### src/rtl/easyobv_axil_regs_if.sv
// easyobv_axil_regs_if
// Purpose: groups the five AXI4-Lite channels used by easyobv_axil_regs.
// Parameters: ADDR_WIDTH - byte address width of awaddr/araddr.
// Modports:
//   master - drives addresses, write data/strobes, valids and bready/rready.
//   slave  - drives awready/wready, bresp/bvalid, arready and rdata/rresp/rvalid.
interface easyobv_axil_regs_if #(
  parameter int ADDR_WIDTH = 8
);
  logic [ADDR_WIDTH-1:0] awaddr;
  logic                  awvalid;
  logic                  awready;
  logic [31:0]           wdata;
  logic [3:0]            wstrb;
  logic                  wvalid;
  logic                  wready;
  logic [1:0]            bresp;
  logic                  bvalid;
  logic                  bready;
  logic [ADDR_WIDTH-1:0] araddr;
  logic                  arvalid;
  logic                  arready;
  logic [31:0]           rdata;
  logic [1:0]            rresp;
  logic                  rvalid;
  logic                  rready;

  modport master (
    output awaddr, awvalid, wdata, wstrb, wvalid, bready, araddr, arvalid, rready,
    input  awready, wready, bresp, bvalid, arready, rdata, rresp, rvalid
  );

  modport slave (
    input  awaddr, awvalid, wdata, wstrb, wvalid, bready, araddr, arvalid, rready,
    output awready, wready, bresp, bvalid, arready, rdata, rresp, rvalid
  );
endinterface

### src/rtl/easyobv_axil_regs.sv
// easyobv_axil_regs
// Purpose: AXI4-Lite register slave in the s_axil_aclk domain. Consumes the
// synchronised statistics counters and timeout/mismatch flags, offers coherent
// 64-bit snapshots, sticky status bits, a pause level and a stretched clear
// pulse long enough for a 5-stage level synchroniser in the traffic domain.
// Ports:
//   s_axil_aclk, s_axil_aresetn - register clock, async active-low reset.
//   s_axil                      - AXI4-Lite slave bundle (easyobv_axil_regs_if).
//   *_axil 64-bit inputs        - seven synchronised counters.
//   timeout_axil, mismatch_axil - synchronised level flags.
//   pause_axil, clear_axil      - controls back toward the traffic domain.
// Build option: define EASYOBV_AXIL_AUTO_SNAPSHOT_EN so that reading a counter's
// lo word returns the live lo half and latches the live hi half into the hi
// shadow; undefined, both words come from SNAPSHOT captures only.
module easyobv_axil_regs #(
  parameter int          ADDR_WIDTH = 8,
  parameter int          CLEAR_HOLD = 16,
  parameter logic [31:0] VERSION    = 32'h0001_0000
) (
  input  logic               s_axil_aclk,
  input  logic               s_axil_aresetn,
  easyobv_axil_regs_if.slave s_axil,
  input  logic [63:0]        tx_pkt_cnt_axil,
  input  logic [63:0]        tx_time_elapsed_axil,
  input  logic [63:0]        tx_transferred_size_axil,
  input  logic [63:0]        rx_pkt_cnt_axil,
  input  logic [63:0]        rx_time_elapsed_axil,
  input  logic [63:0]        rx_transferred_size_axil,
  input  logic [63:0]        latency_sum_axil,
  input  logic               timeout_axil,
  input  logic               mismatch_axil,
  output logic               pause_axil,
  output logic               clear_axil
);
  localparam int CW   = $clog2(CLEAR_HOLD + 1);
  localparam int NCNT = 7;

  logic [ADDR_WIDTH-1:0] awAddr, arAddr;
  logic [5:0]            wIdx, rIdx;
  logic [63:0]           live [NCNT];

  logic        awready_q, bvalid_q, arready_q, rvalid_q;
  logic [1:0]  bresp_q, rresp_q;
  logic [31:0] rdata_q;
  logic        pause_q, clear_q;
  logic [CW-1:0] clrCnt_q, clrCnt_d;
  logic [1:0]  flagPrev_q, sticky_q, sticky_d, stickyW1c, flagRise;
  logic [31:0] snapCnt_q;
  logic [63:0] shadow_q [NCNT];

  logic        wrFire, rdFire, wrHit, ctrlWr, clrReq, snapReq;
  logic [31:0] rdData;
  logic [1:0]  rdResp;
  logic        unusedBits;

  assign awAddr = s_axil.awaddr;
  assign arAddr = s_axil.araddr;
  assign wIdx   = awAddr[7:2];
  assign rIdx   = arAddr[7:2];

  assign live[0] = tx_pkt_cnt_axil;
  assign live[1] = tx_time_elapsed_axil;
  assign live[2] = tx_transferred_size_axil;
  assign live[3] = rx_pkt_cnt_axil;
  assign live[4] = rx_time_elapsed_axil;
  assign live[5] = rx_transferred_size_axil;
  assign live[6] = latency_sum_axil;

  assign s_axil.awready = awready_q;
  assign s_axil.wready  = awready_q;
  assign s_axil.bvalid  = bvalid_q;
  assign s_axil.bresp   = bresp_q;
  assign s_axil.arready = arready_q;
  assign s_axil.rvalid  = rvalid_q;
  assign s_axil.rdata   = rdata_q;
  assign s_axil.rresp   = rresp_q;
  assign pause_axil     = pause_q;
  assign clear_axil     = clear_q;

  assign unusedBits = ^{awAddr, arAddr, s_axil.wdata, s_axil.wstrb};

  function automatic logic isMapped(input logic [5:0] idx);
    return (idx <= 6'd2) || ((idx >= 6'd4) && (idx <= 6'd17)) || (idx == 6'd63);
  endfunction

  // A write is taken in the cycle awready/wready are high with both valids
  // present; all register side effects are decoded from that single cycle.
  assign wrFire  = awready_q && s_axil.awvalid && s_axil.wvalid;
  assign rdFire  = arready_q && s_axil.arvalid;
  assign wrHit   = wrFire && s_axil.wstrb[0] && isMapped(wIdx);
  assign ctrlWr  = wrHit && (wIdx == 6'd0);
  assign clrReq  = ctrlWr && s_axil.wdata[1];
  assign snapReq = wrHit && (wIdx == 6'd2);

  // Sticky bits: clears (W1C or a CTRL clear) are applied first and a fresh
  // rising edge is OR'd in afterwards, so a coincident set always survives.
  assign stickyW1c = (wrHit && (wIdx == 6'd1)) ? s_axil.wdata[3:2] : 2'b00;
  assign flagRise  = {mismatch_axil & ~flagPrev_q[1], timeout_axil & ~flagPrev_q[0]};
  assign sticky_d  = (sticky_q & ~stickyW1c & ~{2{clrReq}}) | flagRise;

  // Clear hold counter: a request (re)loads it, otherwise it counts down to 0.
  assign clrCnt_d = clrReq ? CW'(CLEAR_HOLD) :
                    (clrCnt_q != '0) ? clrCnt_q - CW'(1) : clrCnt_q;

  // Read mux works from the current register state, so a read accepted in the
  // same cycle as a CTRL or SNAPSHOT write sees the pre-write value.
  always_comb begin
    rdData = '0;
    rdResp = 2'b00;
    if (rIdx == 6'd0) begin
      rdData = {30'd0, clear_q, pause_q};
    end else if (rIdx == 6'd1) begin
      rdData = {28'd0, sticky_q, mismatch_axil, timeout_axil};
    end else if (rIdx == 6'd2) begin
      rdData = snapCnt_q;
    end else if (rIdx == 6'd63) begin
      rdData = VERSION;
    end else if ((rIdx >= 6'd4) && (rIdx <= 6'd17)) begin
      for (int i = 0; i < NCNT; i++) begin
`ifdef EASYOBV_AXIL_AUTO_SNAPSHOT_EN
        if (rIdx == 6'(4 + 2 * i)) rdData = live[i][31:0];
`else
        if (rIdx == 6'(4 + 2 * i)) rdData = shadow_q[i][31:0];
`endif
        if (rIdx == 6'(5 + 2 * i)) rdData = shadow_q[i][63:32];
      end
    end else begin
      rdResp = 2'b10;
    end
  end

  // Handshake engine: readies are registered one-cycle pulses, and each
  // channel holds at most one transaction until its response is taken.
  always_ff @(posedge s_axil_aclk or negedge s_axil_aresetn) begin
    if (!s_axil_aresetn) begin
      awready_q <= 1'b0;
      bvalid_q  <= 1'b0;
      bresp_q   <= 2'b00;
      arready_q <= 1'b0;
      rvalid_q  <= 1'b0;
      rdata_q   <= '0;
      rresp_q   <= 2'b00;
    end else begin
      awready_q <= s_axil.awvalid && s_axil.wvalid && !bvalid_q && !awready_q;
      if (wrFire) begin
        bvalid_q <= 1'b1;
        bresp_q  <= isMapped(wIdx) ? 2'b00 : 2'b10;
      end else if (bvalid_q && s_axil.bready) begin
        bvalid_q <= 1'b0;
      end
      arready_q <= s_axil.arvalid && !rvalid_q && !arready_q;
      if (rdFire) begin
        rvalid_q <= 1'b1;
        rdata_q  <= rdData;
        rresp_q  <= rdResp;
      end else if (rvalid_q && s_axil.rready) begin
        rvalid_q <= 1'b0;
      end
    end
  end

  // Control and status state: pause level, clear stretcher, flag edge
  // history, sticky bits and the snapshot counter.
  always_ff @(posedge s_axil_aclk or negedge s_axil_aresetn) begin
    if (!s_axil_aresetn) begin
      pause_q    <= 1'b0;
      clear_q    <= 1'b0;
      clrCnt_q   <= '0;
      flagPrev_q <= 2'b00;
      sticky_q   <= 2'b00;
      snapCnt_q  <= '0;
    end else begin
      if (ctrlWr) pause_q <= s_axil.wdata[0];
      clrCnt_q   <= clrCnt_d;
      clear_q    <= (clrCnt_d != '0);
      flagPrev_q <= {mismatch_axil, timeout_axil};
      sticky_q   <= sticky_d;
      if (snapReq) snapCnt_q <= snapCnt_q + 32'd1;
    end
  end

  // Shadow counters: a clear wins over a snapshot, which wins over the
  // per-counter hi latch taken on a lo-word read.
  always_ff @(posedge s_axil_aclk or negedge s_axil_aresetn) begin
    if (!s_axil_aresetn) begin
      for (int i = 0; i < NCNT; i++) shadow_q[i] <= '0;
    end else begin
      for (int i = 0; i < NCNT; i++) begin
`ifdef EASYOBV_AXIL_AUTO_SNAPSHOT_EN
        if (rdFire && (rIdx == 6'(4 + 2 * i))) shadow_q[i][63:32] <= live[i][63:32];
`endif
        if (snapReq) shadow_q[i] <= live[i];
        if (clrReq) shadow_q[i] <= '0;
      end
    end
  end
endmodule

### src/flat_wrapper.sv
// flat-port wrapper written by rule: the top's interface ports become plain ports
module easyobv_axil_regs_flat 
#(
  parameter int          ADDR_WIDTH = 8,
  parameter int          CLEAR_HOLD = 16,
  parameter logic [31:0] VERSION    = 32'h0001_0000
)
  (s_axil_aclk, s_axil_aresetn, tx_pkt_cnt_axil, tx_time_elapsed_axil, tx_transferred_size_axil, rx_pkt_cnt_axil, rx_time_elapsed_axil, rx_transferred_size_axil, latency_sum_axil, timeout_axil, mismatch_axil, pause_axil, clear_axil, s_axil_awaddr, s_axil_awvalid, s_axil_wdata, s_axil_wstrb, s_axil_wvalid, s_axil_bready, s_axil_araddr, s_axil_arvalid, s_axil_rready, s_axil_awready, s_axil_wready, s_axil_bresp, s_axil_bvalid, s_axil_arready, s_axil_rdata, s_axil_rresp, s_axil_rvalid);
  easyobv_axil_regs_if #(.ADDR_WIDTH(ADDR_WIDTH)) s_axil_i ();
  input  logic s_axil_aclk;
  input  logic s_axil_aresetn;
  input  logic [63:0] tx_pkt_cnt_axil;
  input  logic [63:0] tx_time_elapsed_axil;
  input  logic [63:0] tx_transferred_size_axil;
  input  logic [63:0] rx_pkt_cnt_axil;
  input  logic [63:0] rx_time_elapsed_axil;
  input  logic [63:0] rx_transferred_size_axil;
  input  logic [63:0] latency_sum_axil;
  input  logic timeout_axil;
  input  logic mismatch_axil;
  output logic pause_axil;
  output logic clear_axil;
  input wire logic [$bits(s_axil_i.awaddr)-1:0] s_axil_awaddr;
  input wire logic [$bits(s_axil_i.awvalid)-1:0] s_axil_awvalid;
  input wire logic [$bits(s_axil_i.wdata)-1:0] s_axil_wdata;
  input wire logic [$bits(s_axil_i.wstrb)-1:0] s_axil_wstrb;
  input wire logic [$bits(s_axil_i.wvalid)-1:0] s_axil_wvalid;
  input wire logic [$bits(s_axil_i.bready)-1:0] s_axil_bready;
  input wire logic [$bits(s_axil_i.araddr)-1:0] s_axil_araddr;
  input wire logic [$bits(s_axil_i.arvalid)-1:0] s_axil_arvalid;
  input wire logic [$bits(s_axil_i.rready)-1:0] s_axil_rready;
  output wire logic [$bits(s_axil_i.awready)-1:0] s_axil_awready;
  output wire logic [$bits(s_axil_i.wready)-1:0] s_axil_wready;
  output wire logic [$bits(s_axil_i.bresp)-1:0] s_axil_bresp;
  output wire logic [$bits(s_axil_i.bvalid)-1:0] s_axil_bvalid;
  output wire logic [$bits(s_axil_i.arready)-1:0] s_axil_arready;
  output wire logic [$bits(s_axil_i.rdata)-1:0] s_axil_rdata;
  output wire logic [$bits(s_axil_i.rresp)-1:0] s_axil_rresp;
  output wire logic [$bits(s_axil_i.rvalid)-1:0] s_axil_rvalid;
  assign s_axil_i.awaddr = s_axil_awaddr;
  assign s_axil_i.awvalid = s_axil_awvalid;
  assign s_axil_i.wdata = s_axil_wdata;
  assign s_axil_i.wstrb = s_axil_wstrb;
  assign s_axil_i.wvalid = s_axil_wvalid;
  assign s_axil_i.bready = s_axil_bready;
  assign s_axil_i.araddr = s_axil_araddr;
  assign s_axil_i.arvalid = s_axil_arvalid;
  assign s_axil_i.rready = s_axil_rready;
  assign s_axil_awready = s_axil_i.awready;
  assign s_axil_wready = s_axil_i.wready;
  assign s_axil_bresp = s_axil_i.bresp;
  assign s_axil_bvalid = s_axil_i.bvalid;
  assign s_axil_arready = s_axil_i.arready;
  assign s_axil_rdata = s_axil_i.rdata;
  assign s_axil_rresp = s_axil_i.rresp;
  assign s_axil_rvalid = s_axil_i.rvalid;
  easyobv_axil_regs #(.ADDR_WIDTH(ADDR_WIDTH), .CLEAR_HOLD(CLEAR_HOLD), .VERSION(VERSION)) u_core (.s_axil_aclk(s_axil_aclk), .s_axil_aresetn(s_axil_aresetn), .s_axil(s_axil_i), .tx_pkt_cnt_axil(tx_pkt_cnt_axil), .tx_time_elapsed_axil(tx_time_elapsed_axil), .tx_transferred_size_axil(tx_transferred_size_axil), .rx_pkt_cnt_axil(rx_pkt_cnt_axil), .rx_time_elapsed_axil(rx_time_elapsed_axil), .rx_transferred_size_axil(rx_transferred_size_axil), .latency_sum_axil(latency_sum_axil), .timeout_axil(timeout_axil), .mismatch_axil(mismatch_axil), .pause_axil(pause_axil), .clear_axil(clear_axil));
endmodule
### config.mk
export PLATFORM = sky130hd
export DESIGN_NAME = easyobv_axil_regs_flat
export DESIGN_NICKNAME = d
export VERILOG_FILES = /design/src/rtl/easyobv_axil_regs_if.sv /design/src/rtl/easyobv_axil_regs.sv /design/src/flat_wrapper.sv
export SDC_FILE = /design/constraint.sdc
export NUM_CORES = 1
export LEC_CHECK = 0
export CORE_MARGIN = 5
export CORE_UTILIZATION = 40
export CTS_BUF_LIST = sky130_fd_sc_hd__clkbuf_4 sky130_fd_sc_hd__clkbuf_8
export CTS_CLUSTER_DIAMETER = 100
export DETAILED_ROUTE_END_ITERATION = 8
export PLACE_DENSITY_LB_ADDON = 0.15
export SLEW_MARGIN = 20
export SYNTH_ARGS = -nofsm -noshare
export SYNTH_HDL_FRONTEND = slang
export SYNTH_SLANG_ARGS = --single-unit
export TNS_END_PERCENT = 30
### constraint.sdc
create_clock -name s_axil_aclk -period 2.7 [get_ports s_axil_aclk]
set_input_delay 0.54 -clock s_axil_aclk [delete_from_list [all_inputs] [get_ports s_axil_aclk]]
set_output_delay 0.54 -clock s_axil_aclk [all_outputs]
set_load 0.005 [all_outputs]
# Yosys cells after proc, flatten, opt, wreduce, memory -nomap -nowiden
# Index checks and enable logic that the tools add are counted.
[word_totals] register_bits=531 latch_bits=0 ram_bits=0 rom_bits=0 inputBits=509 out_inout_bits=43 elab_cells=133 n_memories=0
[op_classes] n_addsub=2 n_mul=0 n_div=0 order_cmp=5 n_eq_ne=20 n_shift=0 n_mux=46 n_bitwise=9 n_reduce_logical=31
[op_table] operator="$mux 64" n=14
[op_table] operator="$mux 32" n=19
[op_table] operator="$eq 6x4->1 const B" n=8
[op_table] operator="$add 32x1->32 const B" n=1
[op_table] operator="$eq 6x3->1 const B" n=4
[op_table] operator="$logic_and 1x1->1" n=18
[op_table] operator="$mux 2" n=7
[op_table] operator="$eq 6x1->1 const B" n=2
[op_table] operator="$eq 6x2->1 const B" n=2
[op_table] operator="$eq 6x5->1 const B" n=2
[op_table] operator="$eq 6x6->1 const B" n=2
[op_table] operator="$ge 6x3->1 const B" n=2
[op_table] operator="$le 6x5->1 const B" n=2
[op_table] operator="$logic_not 6->1" n=2
[op_table] operator="$mux 5" n=2
[op_table] operator="$reduce_bool 5->1" n=2
[op_table] operator="$le 6x2->1 const B" n=1
[op_table] operator="$reduce_bool 2->1" n=3
[op_table] operator="$sub 5x1->5 const B" n=1
[op_table] operator="$and 2x2->2" n=2
[op_table] operator="$logic_not 1->1" n=4
[op_table] operator="$mux 1" n=4
[op_table] operator="$not 2->2" n=2
[op_table] operator="$and 1x1->1" n=2
[op_table] operator="other kinds (3)" n=5

# Logic depth before layout (Yosys ltp)
# Gate-level depths: netlist of run 1.
[logic_depth] depth_word=20 depth_mapped=9 depth_no_buf=6

# Worst setup path before layout of run 1
# Ideal clock, no wire load.
[synth_path] path_type="input to register" startpoint="input s_axil_araddr[2]" endpoint="register u_core.rdata_q[16], in the netlist u_core.s_axil.rdata[16]" setup_time_ps=121 arrival_ps=2163 t_required_ps=2579 slack_ps=416 path_stages=9 path_buffers=4 path_cell_list="buf_2 or4b_4 or2_1 buf_2 buf_2 buf_2 nor2_1 nor2_1 o22a_1"
[synth_between] elab_chain_len=20 elab_cells_between_ends=40 classes_between="order compare: 2; eq/ne: 17; mux: 19; reduce/logical: 2"
[synth_lines] item="start: declaration" line_no="flat_wrapper.sv:29" text="input wire logic [$bits(s_axil_i.araddr)-1:0] s_axil_araddr;"
[synth_lines] item="$eq 6x3->1" line_no="easyobv_axil_regs.sv:123" text="if (rIdx == 6'(4 + 2 * i)) rdData = shadow_q[i][31:0];"
[synth_lines] item="$mux 32" line_no="easyobv_axil_regs.sv:123"
[synth_lines] item="$mux 32" line_no="easyobv_axil_regs.sv:125" text="if (rIdx == 6'(5 + 2 * i)) rdData = shadow_q[i][63:32];"
[synth_lines] item="$mux 32" line_no="easyobv_axil_regs.sv:123"
[synth_lines] item="$mux 32" line_no="easyobv_axil_regs.sv:125"
[synth_lines] item="$mux 32" line_no="easyobv_axil_regs.sv:123"
[synth_lines] item="$mux 32" line_no="easyobv_axil_regs.sv:125"
[synth_lines] item="$mux 32" line_no="easyobv_axil_regs.sv:123"
[synth_lines] item="[... 4 more ...]"
[synth_lines] item="$mux 32" line_no="easyobv_axil_regs.sv:125"
[synth_lines] item="$mux 32" line_no="easyobv_axil_regs.sv:123"
[synth_lines] item="$mux 32" line_no="easyobv_axil_regs.sv:125"
[synth_lines] item="$mux 32" line_no="easyobv_axil_regs.sv:118" text="end else if ((rIdx >= 6'd4) && (rIdx <= 6'd17)) begin"
[synth_lines] item="$mux 32" line_no="easyobv_axil_regs.sv:116" text="end else if (rIdx == 6'd63) begin"
[synth_lines] item="$mux 32" line_no="easyobv_axil_regs.sv:114" text="end else if (rIdx == 6'd2) begin"
[synth_lines] item="$mux 32" line_no="easyobv_axil_regs.sv:112" text="end else if (rIdx == 6'd1) begin"
[synth_lines] item="$mux 32 *" line_no="easyobv_axil_regs.sv:110" text="if (rIdx == 6'd0) begin"
[synth_lines] item="end signal: assignment" line_no="easyobv_axil_regs.sv:154" text="rdata_q <= rdData;"
[synth_lines] item="end: declaration" line_no="easyobv_axil_regs.sv:44" text="logic [31:0] rdata_q;"
# Mark *: on every way between the ends. The rest lies on a longest branch, timed or not.
# A chain may end at the register's enable or synchronous reset.

# Final worst setup path of run 1
[layout_path] startpoint="input s_axil_araddr[5]" endpoint="register u_core.rdata_q[4], in the netlist u_core.s_axil.rdata[4]"
# The elaborated chain is that of the path after synthesis.

==> flow_metrics.tcl, run 1 <==
set metrics [dict create \
    fin_nets 4072 \
    dpl.cell_count 4310 \
    hold_slack_ps 366 \
    yosysUniqueCellTypes 83 \
    p_switching_mw 4.56 \
    dieArea_sq_um 68500 \
    grt_pass1_wl_um 162000 \
    h-tree-depth 3 \
    crit_arrival_ps 3190 \
    tritoncts "yes" \
    die_w_um 262 \
    p_total_mw 18.3 \
    drv_slew 0 \
    insertion_delay_ps 710 \
    postSynthCellCount 2883 \
    rsz0062_at_grt "false" \
    first_iter_violations 2182 \
    worst_setup_path_end_kind "register" \
    clock_skew_ps 30.3 \
    internal-power_mw 13.8 \
    gp_congestion 0.950 \
    wl_per_cell_um 25.2 \
    overflow 0 \
    row_count 92 \
    setup_viol_count_final 0 \
    async_flop_share_pct 100 \
    netlist_area_sq_um 25300 \
    clk_pin_slew_ps 60 \
    seqPwrFrac_pct 44.7 \
    hold_class "primary input to asynchronous set/reset pin" \
    final_cells 4477 \
    synth_warnings 0 \
    start_util_pct 40.3 \
    ys_ff_latch 529 \
    hold_viol_final 0 \
    grt_antenna_before_repair 7 \
    dp_hpwl_um 87600 \
    switching_share_pct 24.9 \
    ir_drop_mv 0.465 \
    comb_power_share_pct 10.5 \
    power.density_nw_per_um2 515 \
    fmax_mhz 382 \
    layout_common_cells "971 x nand2_1, 529 x dfrtp_1, 511 x clkdlybuf4s50_1" \
    viasPerCell 5.50 \
    dr.pass1.iters 6 \
    cp_cell_sequence "clkdlybuf4s50_1, buf_4, nor4b_4, buf_12, buf_4, and3_1, a2111oi_0, and3_1, o21ai_1" \
    die_h_um 262 \
    ant_nets 0 \
    totalWireLength_um 113000 \
    power_frac_clock_pct 44.8 \
    avgSynthCellArea_sq_um 8.79 \
    synthFlopType "dfrtp_1" \
    post-cts-setup-buffers 0 \
    grt_start_max_net_pins 116 \
    layout_commonest_cell "nand2_1" \
    clockBufferDepth 3 \
    slew_headroom_pct 44.5 \
    seq_area_frac_synth_pct 52.2 \
    critPathMaxStageDelay_ps 730 \
    status "finished, final reports clean" \
    synth_edf_count 0 \
    fillerInstances 5821 \
    clock_sinks 529 \
    pin_count 552 \
    cp_data_required_time_ps 3280 \
    cts_buffers 94 \
    critPathMaxFanout 14 \
    core_sq_um 63000 \
    drive_above_1_share_pct 15.0 \
    drc 0 \
    p_leak_nw 15.4 \
    cp-start-kind "primary input" \
    maxCapViolCount 0 \
    setup-tns-final_ps 0 \
    post-route-min-period_ps 2620 \
    worstMarginPinSlew_ps 811 \
    grt_pass1_vias 24900 \
    vias 24600 \
    port-buffer-count 514 \
    path_class "primary input to register" \
    cp_slowest_cell "a2111oi_0" \
    area_growth_pct 40.3 \
    critical_path.top_delay_family "buffers and inverters" \
    root_buffer "clkbuf_8" \
    grt.total_usage_pct 32.0 \
    finalCritPeriodShare_pct 96.9 \
    path_buf_inv 4 \
]
[worst register-to-register path: stages (launching register included)]
cell     delay, ps
dfrtp_1        520
nand4_4        180
or4_4          550
or3_4          460
nor4_1         320
xor2_1         180
[power by group through the flow]
stage / clock network (mW) / registers, mW / logic [mW]
after global routing: 8.68 / 8.21 / 2.06
after detailed placement: 0 / 8.34 / 1.92
after CTS: 8.33 / 8.20 / 1.93
after global placement: 0 / 8.33 / 1.87
final: 8.21 / 8.20 / 1.92
after floorplan: 0 / 8.29 / 0.504
[what timing repair did]
item | 4_1_cts | 5_1_grt
endpoints found under the setup margin | 2 | 1
hold buffers | 1 | 0
hold endpoints to repair | 40 | 0
resized for setup | 2 | 1
[per-layer routing]
| layer | global-route usage (%) | wire length (um) | part of all wire [%] |
|---|---|---|---|
| met4 | 13.8 | 5290 | 4.7 |
| met5 | 0 | 34 | 0.030 |
| met2 | 52.5 | 54500 | 48 |
| met1 | 41.7 | 45800 | 41 |
| met3 | 5.97 | 7240 | 6.4 |
[synth_stat cells, drive strengths merged (13+ instances only)]
cell type | number | share of area [%]
mux2 | 28 | 1.2
a22o | 16 | 0.55
nand3 | 17 | 0.34
a21oi | 476 | 9.4
a22oi | 22 | 0.65
nor2 | 52 | 0.78
o221ai | 13 | 0.45
nand2b | 15 | 0.37
xnor2 | 17 | 0.59
clkbuf | 118 | 1.7
buf | 121 | 2.4
mux4 | 20 | 1.8
xor2 | 17 | 0.59
mux2i | 31 | 1.2
inv | 22 | 0.33
a211oi | 14 | 0.41
o22ai | 30 | 0.74
and3 | 38 | 0.94
nor3 | 46 | 1.0
nand2 | 971 | 14
a2111oi | 14 | 0.51
dfrtp | 529 | 52
o21ai | 85 | 1.7
[flip-flops by register name, indices dropped and copies added, names as in the netlist]
signal                 flops
u_core.shadow_q          448
u_core.s_axil.bresp        1
u_core.s_axil.rvalid       1
u_core.snapCnt_q          32
u_core.flagPrev_q          2
u_core.s_axil.arready      1
u_core.clrCnt_q            5
u_core.s_axil.rresp        1
u_core.s_axil.awready      1
u_core.clear_axil          1
u_core.s_axil.rdata       32
u_core.s_axil.bvalid       1
u_core.sticky_q            2
u_core.pause_axil          1
[cell type report]
| cell class | instances | area [sq um] | share of cell area, % |
|---|---|---|---|
| tap | 846 | 1060 | 2.98 |
| clock buffer | 141 | 1750 | 4.93 |
| multi-input combinational | 2093 | 11000 | 30.9 |
| timing repair buffer | 820 | 8130 | 22.9 |
| sequential | 529 | 13200 | 37.2 |
| antenna | 3 | 7.51 | 0.0211 |
| inverter | 23 | 86.3 | 0.243 |
| clock inverter | 22 | 287 | 0.806 |
[cell families after synthesis]
group                    after synthesis  synth area share [%]
other                                  1                0.0148
AND/OR/NAND/NOR                     1209                  20.0
XOR/XNOR                              34                  1.17
buffers and inverters                262                  4.50
flip-flops                           529                  52.2
AO/OA/AOI/OAI                        767                  17.7
adder cells (fa/ha/maj)                2                0.0987
multiplexers                          79                  4.24
[final timing paths]
check                                                 start                                  to  slack, ps  depth (start not counted)
setup / recovery                           s_axil_araddr[5]  u_core.s_axil.rdata[4]$_DFFE_PN0P_         80                          9
hold / removal                               s_axil_aresetn    u_core.s_axil.rvalid$_DFFE_PN0P_        370                          2
setup reg to reg            u_core.snapCnt_q[7]$_DFFE_PN0P_    u_core.snapCnt_q[31]$_DFFE_PN0P_        420                          5
hold reg to reg            u_core.s_axil.bvalid$_DFFE_PN0P_     u_core.s_axil.awready$_DFF_PN0_        470                          1
max in group asynchronous                    s_axil_aresetn    u_core.shadow_q[129]$_DFFE_PN0P_       1310                          3
min in group s_axil_aclk                 tx_pkt_cnt_axil[8]    u_core.shadow_q[392]$_DFFE_PN0P_        370                          3
[per-stage QoR]
stage	instance area, sq um	worst slack, ps	utilization (%)
2_1_floorplan	25400	416	-
3_3_place_gp	33500	-746	53.2
3_5_place_dp	33500	-777	53.2
4_1_cts	35600	61.3	56.5
5_1_grt	35600	58.7	56.5
6_report	35600	82.9	56.5
No activity file was read; power rests on OpenSTA's default activity.
==> inputs of run 2 (changes only) <==
--- a/config.mk
+++ b/config.mk
@@ -9,8 +9,11 @@
 export CORE_UTILIZATION = 40
 export CTS_BUF_LIST = sky130_fd_sc_hd__clkbuf_4 sky130_fd_sc_hd__clkbuf_8
 export CTS_CLUSTER_DIAMETER = 100
+export CTS_CLUSTER_SIZE = 20
 export DETAILED_ROUTE_END_ITERATION = 8
+export GPL_TIMING_DRIVEN = 0
 export PLACE_DENSITY_LB_ADDON = 0.15
+export SKIP_LAST_GASP = 1
 export SLEW_MARGIN = 20
 export SYNTH_ARGS = -nofsm -noshare
 export SYNTH_HDL_FRONTEND = slang
==> run 2 against run 1 <==
Compared with the run above:
- the flow now finishes with violations (setup timing)
- flip-flop and latch count unchanged
- setup slack got worse by 290 ps
- final cell count is 4.1% lower
- die area unchanged
- global-route usage increased by 3.8 points
- clock skew decreased by 5.9 ps
- routed wire length increased by 13%
- core utilization fell by 4.9 points
- via count rose by 2.2%
- first-iteration DRC count grew 23%
- sequential power barely moved
- largest power group is now registers
- highest routed layer is now met4
==> flow_metrics.tcl, run 2 (same netlist as run 1, synthesis figures left out) <==
set metrics [dict create \
    status "finished, violations left" \
    violations "setup timing" \
    area_growth_pct 28.1 \
    insertion_delay_ps 720 \
    dr.pass1.iters 6 \
    overflow 0 \
    viasPerCell 5.86 \
    rsz0062_at_grt "true" \
    fin_nets 3950 \
    power.density_nw_per_um2 426 \
    p_leak_nw 13.8 \
    maxCapViolCount 0 \
    die_h_um 262 \
    worstMarginPinSlew_ps 1070 \
    final_cells 4293 \
    slew_headroom_pct 28.7 \
    ant_nets 0 \
    layout_common_cells "970 x nand2_1, 529 x dfrtp_1, 510 x clkdlybuf4s50_1" \
    port-buffer-count 512 \
    drc 0 \
    grt_pass1_vias 25200 \
    h-tree-depth 1 \
    finalCritPeriodShare_pct 108 \
    layout_commonest_cell "nand2_1" \
    dpl_cell_area_sq_um 31700 \
    critPathMaxFanout 10 \
    fmax_mhz 344 \
    worst_setup_path_end_kind "register" \
    tritoncts "yes" \
    row_count 92 \
    cts_buffers 30 \
    root_buffer "clkbuf_8" \
    crit_arrival_ps 3510 \
    gp_congestion 1.01 \
    grt_pass1_wl_um 177000 \
    grt_antenna_before_repair 12 \
    die_w_um 262 \
    start_util_pct 40.3 \
    hold_class "primary input to register" \
    hold_viol_final 0 \
    top_register "u_core.shadow_q" \
    clockBufferDepth 3 \
    layout_setup_ws_ps -211 \
    core_sq_um 63000 \
    post-route-min-period_ps 2910 \
    vias 25200 \
    totalWireLength_um 128000 \
    path_class "primary input to register" \
    dpl.cell_count 4247 \
    wl_per_cell_um 29.7 \
    pin_count 552 \
    dieArea_sq_um 68500 \
    cp_data_required_time_ps 3300 \
    ir_drop_mv 0.437 \
    setup_viol_count_final 25 \
    grt_start_max_net_pins 100 \
    largest_reg_flops 448 \
    clock_sinks 529 \
    drv_slew 0 \
    drive_above_1_share_pct 8.11 \
    first_iter_violations 2681 \
    grt.total_usage_pct 35.8 \
    fin_util_pct 51.6 \
    dp_hpwl_um 102000 \
    clk_pin_slew_ps 140 \
    clock_skew_ps 24.4 \
    design_area_sq_um 32500 \
    cp-start-kind "primary input" \
]
run 2: cell types whose count changed in the layout (fill, tap and decap cells not counted), moves of 10 or more:
| cell | before | now |
|---|---|---|
| buf_12 | 54 | 0 |
| clkbuf_8 | 111 | 31 |
| clkinv_2 | 10 | 0 |
| clkbuf_4 | 30 | 5 |
| buf_2 | 0 | 96 |
| clkbuf_2 | 0 | 19 |
| clkbuf_1 | 0 | 96 |
| buf_4 | 251 | 24 |
run 2: metrics by stage:
step / setup TNS [ps] / power (mW) / hold slack, ps / setup WS [ps]
after floorplan: 0 / 8.80 / 244 / 416
after global placement: - / 10.2 / 444 / -22310
after detailed placement: -516670 / 10.2 / 469 / -2060
after CTS: -2790 / 13.8 / 301 / -133
after global routing: -2390 / 14.2 / 331 / -183
final: -2430 / 13.8 / 334 / -211
run 2: power by group:
part	internal [mW]	switching, mW	leakage [nW]
clock network	1.13	2.60	0.242
logic	0.956	0.940	6.29
registers	8.07	0.134	7.30
total	10.2	3.67	13.8
run 2: final cells by class:
class,instances,area (sq um)
Timing Repair Buffer,523,5310
Buffer,239,1140
Multi-Input combinational cell,2093,11200
Inverter,23,86.3
Tap cell,846,1060
Sequential cell,529,13200
Fill cell,6065,30500
Antenna cell,7,17.5
Clock inverter,2,38.8
Clock buffer,31,427
run 2: routing by layer:
| layer | vias up | part of all wire, % | GRT usage [%] | routed length, um |
|---|---|---|---|---|
| met5 | - | 0 | 0 | 0 |
| met4 | 0 | 5.2 | 15.0 | 6670 |
| met3 | 280 | 8.5 | 6.62 | 10800 |
| met2 | 1306 | 48 | 59.9 | 61000 |
| met1 | 12600 | 38 | 45.8 | 49000 |
| li1 | 11000 | - | - | - |
run 2: timing repair:
| item | 4_1_cts | 5_1_grt |
|---|---|---|
| hold endpoints to repair | 83 | 0 |
| pin swaps | 4 | 1 |
| hold buffers | 1 | 0 |
| resized for setup | 85 | 25 |
| setup endpoints to repair | 475 | 335 |
| setup buffers | 5 | 0 |
run 2: worst paths after layout:
check / depth (start not counted) / to / startpoint / slack (ps)
setup / recovery: 9 / u_core.s_axil.rdata[7]$_DFFE_PN0P_ / s_axil_araddr[5] / -210
hold / removal: 1 / u_core.flagPrev_q[1]$_DFF_PN0_ / mismatch_axil / 330
setup reg to reg: 7 / u_core.shadow_q[61]$_DFFE_PN0P_ / u_core.s_axil.awready$_DFF_PN0_ / -80
hold reg to reg: 1 / u_core.s_axil.awready$_DFF_PN0_ / u_core.s_axil.bvalid$_DFFE_PN0P_ / 480
max in group asynchronous: 4 / u_core.shadow_q[320]$_DFFE_PN0P_ / s_axil_aresetn / 780
min in group asynchronous: 2 / u_core.snapCnt_q[26]$_DFFE_PN0P_ / s_axil_aresetn / 410
run 2: worst max-delay path, cell delays in order:
cell and delay (ps):
clkdlybuf4s50_1 510, buf_2 240, buf_4 240, nand4bb_1 290, nor2_4 140, clkbuf_2 310
a2111oi_1 680, and3_1 410, o21ai_0 140
==> inputs of run 3 (changes only) <==
--- a/config.mk
+++ b/config.mk
@@ -12,7 +12,7 @@
 export CTS_CLUSTER_SIZE = 20
 export DETAILED_ROUTE_END_ITERATION = 8
 export GPL_TIMING_DRIVEN = 0
-export PLACE_DENSITY_LB_ADDON = 0.15
+export PLACE_DENSITY_LB_ADDON = 0.1
 export SKIP_LAST_GASP = 1
 export SLEW_MARGIN = 20
 export SYNTH_ARGS = -nofsm -noshare
==> run 3 against run 2 <==
Compared with the run above:
- the run still ends with setup timing left
- clock power about the same
- combinational power about the same
- first-iteration DRC count down 0.60%
- clock-buffer cell count up 3
- sequential power about the same
==> flow_metrics.tcl, run 3 (same netlist as run 1, synthesis figures left out) <==
set metrics [dict create \
    drc 0 \
    hold_class "primary input to asynchronous set/reset pin" \
    dp_worst_setup_slack_ps -2010 \
    dieArea_sq_um 68500 \
    regArea_sq_um 13200 \
    layout_common_cells "970 x nand2_1, 529 x dfrtp_1, 510 x clkdlybuf4s50_1" \
    path_class "primary input to register" \
    cp_slowest_cell "clkdlybuf4s50_1" \
    root_buffer "clkbuf_8" \
    clk_pin_slew_ps 130 \
    h-tree-depth 1 \
    clockBufferDepth 3 \
    tritoncts "yes" \
    rr_startpoint "u_core.s_axil.awready$_DFF_PN0_" \
    comb_power_share_pct 13.7 \
    cp_data_required_time_ps 3340 \
    worstMarginPinSlew_ps 917 \
    timing.rr.end "u_core.shadow_q[61]$_DFFE_PN0P_" \
    wl_per_cell_um 29.7 \
    drv_slew 0 \
    hold_slack_ps 296 \
    cts_buffers 30 \
    layout_commonest_cell "nand2_1" \
    post-route-min-period_ps 2880 \
    die_w_um 262 \
    busiest_layer "met2" \
    die_h_um 262 \
    start_util_pct 40.3 \
    core_sq_um 63000 \
    reg2reg_depth 7 \
    critical_path.top_delay_family "buffers and inverters" \
    totalWireLength_um 127000 \
    first_iter_violations 2665 \
    worst_setup_path_end_kind "register" \
    hold_viol_final 0 \
    path_buf_inv 3 \
    violations "setup timing" \
    setup_viol_count_final 19 \
    pin_count 552 \
    clock_skew_ps 26.8 \
    grt_start_max_net_pins 102 \
    viasPerCell 5.84 \
    seqPwrFrac_pct 59.4 \
    maxCapViolCount 0 \
    dp_hpwl_um 102000 \
    status "finished, violations left" \
    r2r_slack_ps 20 \
    critPathMaxFanout 10 \
    port-buffer-count 512 \
    fin_util_pct 51.7 \
    row_count 92 \
    fmax_mhz 347 \
    grt_antenna_before_repair 8 \
    use_met1_pct 46.9 \
    grt.total_usage_pct 35.7 \
    ant_nets 0 \
    fillerInstances 6057 \
    insertion_delay_ps 730 \
    overflow 0 \
    crit_arrival_ps 3530 \
    grt_pass1_vias 25000 \
    dr.pass1.iters 8 \
    p_switching_mw 3.69 \
    critPathMaxStageDelay_ps 590 \
    finalCritPeriodShare_pct 107 \
    layout_setup_ws_ps -184 \
    gr-usage-met3_pct 5.46 \
    clock_sinks 529 \
    slew_headroom_pct 38.7 \
    power.density_nw_per_um2 425 \
    cp_cell_sequence "clkdlybuf4s50_1, clkbuf_4, or4b_1, clkbuf_2, nor3_1, a221oi_1, a211o_1, a22oi_1" \
    cp-start-kind "primary input" \
    grt_pass1_wl_um 176000 \
    area_growth_pct 28.3 \
    internal-power_mw 10.1 \
    met2_usage_pct 59.2 \
    multiInputGateArea_sq_um 11200 \
    p_leak_nw 13.9 \
    vias 25100 \
    ir_drop_mv 0.360 \
    switching_share_pct 26.8 \
    fin_nets 3949 \
    power_frac_clock_pct 26.9 \
    top_register "u_core.shadow_q" \
    rsz0062_at_grt "true" \
    largest_reg_flops 448 \
    gp_congestion 1.03 \
    drive_above_1_share_pct 8.40 \
]
-- run 3: worst max path at each step --
stage | from | end | slack, ps | cells after the start
after global placement | s_axil_aresetn | u_core.shadow_q[403]$_DFFE_PN0P_ | -22360 | 1
final | s_axil_araddr[5] | u_core.s_axil.rdata[9]$_DFFE_PN0P_ | -180 | 8
after floorplan | s_axil_araddr[2] | u_core.s_axil.rdata[16]$_DFFE_PN0P_ | 420 | 9
after detailed placement | s_axil_araddr[3] | u_core.s_axil.rdata[6]$_DFFE_PN0P_ | -2010 | 8
after global routing | s_axil_araddr[2] | u_core.s_axil.rdata[10]$_DFFE_PN0P_ | -110 | 9
after CTS | s_axil_awaddr[7] | u_core.shadow_q[240]$_DFFE_PN0P_ | -120 | 8
-- run 3: cell type report --
class                   instances  area share [%]
flip-flops and latches        529            40.7
diodes                          6          0.0462
well taps                     846            3.25
clock buffers                  34            1.38
clock inverters                 1          0.0269
repair buffers                523            16.4
plain buffers                 238            3.54
multi-input cells            2093            34.4
inverters                      23           0.265
-- run 3: repair_timing --
item	CTS	global route
endpoints found under the hold margin	41	0
gates resized for setup	91	32
pin swaps	2	3
endpoints found under the setup margin	371	405
buffers inserted	1	1
hold buffers	1	0
-- run 3: per-stage QoR --
stage	std cells	power (mW)	setup TNS [ps]	area, sq um
after floorplan	2884	8.80	0	25400
after global placement	4242	10.1	-	31500
after detailed placement	4250	10.2	-429310	31700
after CTS	4286	13.8	-2540	32400
after global routing	4288	14.2	-873	32500
final	4293	13.8	-1230	32500
-- run 3: worst register-to-register path, stage by stage (launching register included) --
cell and delay (ps):
dfrtp_1 450, and3_1 230, nand4_1 140, buf_2 350, clkbuf_2 430, clkbuf_1 480
nand2_1 350, a21oi_1 210
-- run 3: power groups by stage --
stage | logic [mW] | registers, mW | clock network [mW]
6_report | 1.89 | 8.21 | 3.71
3_3_place_gp | 1.77 | 8.37 | 0
3_5_place_dp | 1.84 | 8.35 | 0
4_1_cts | 1.87 | 8.20 | 3.72
2_1_floorplan | 0.504 | 8.29 | 0
5_1_grt | 1.99 | 8.22 | 3.98
-- run 3: per-layer routing --
layer / vias to the layer above / share of wire (%)
li1: 11000 / -
met1: 12500 / 39
met2: 1299 / 48
met3: 267 / 8.0
met4: 10 / 5.1
met5: - / 0.049
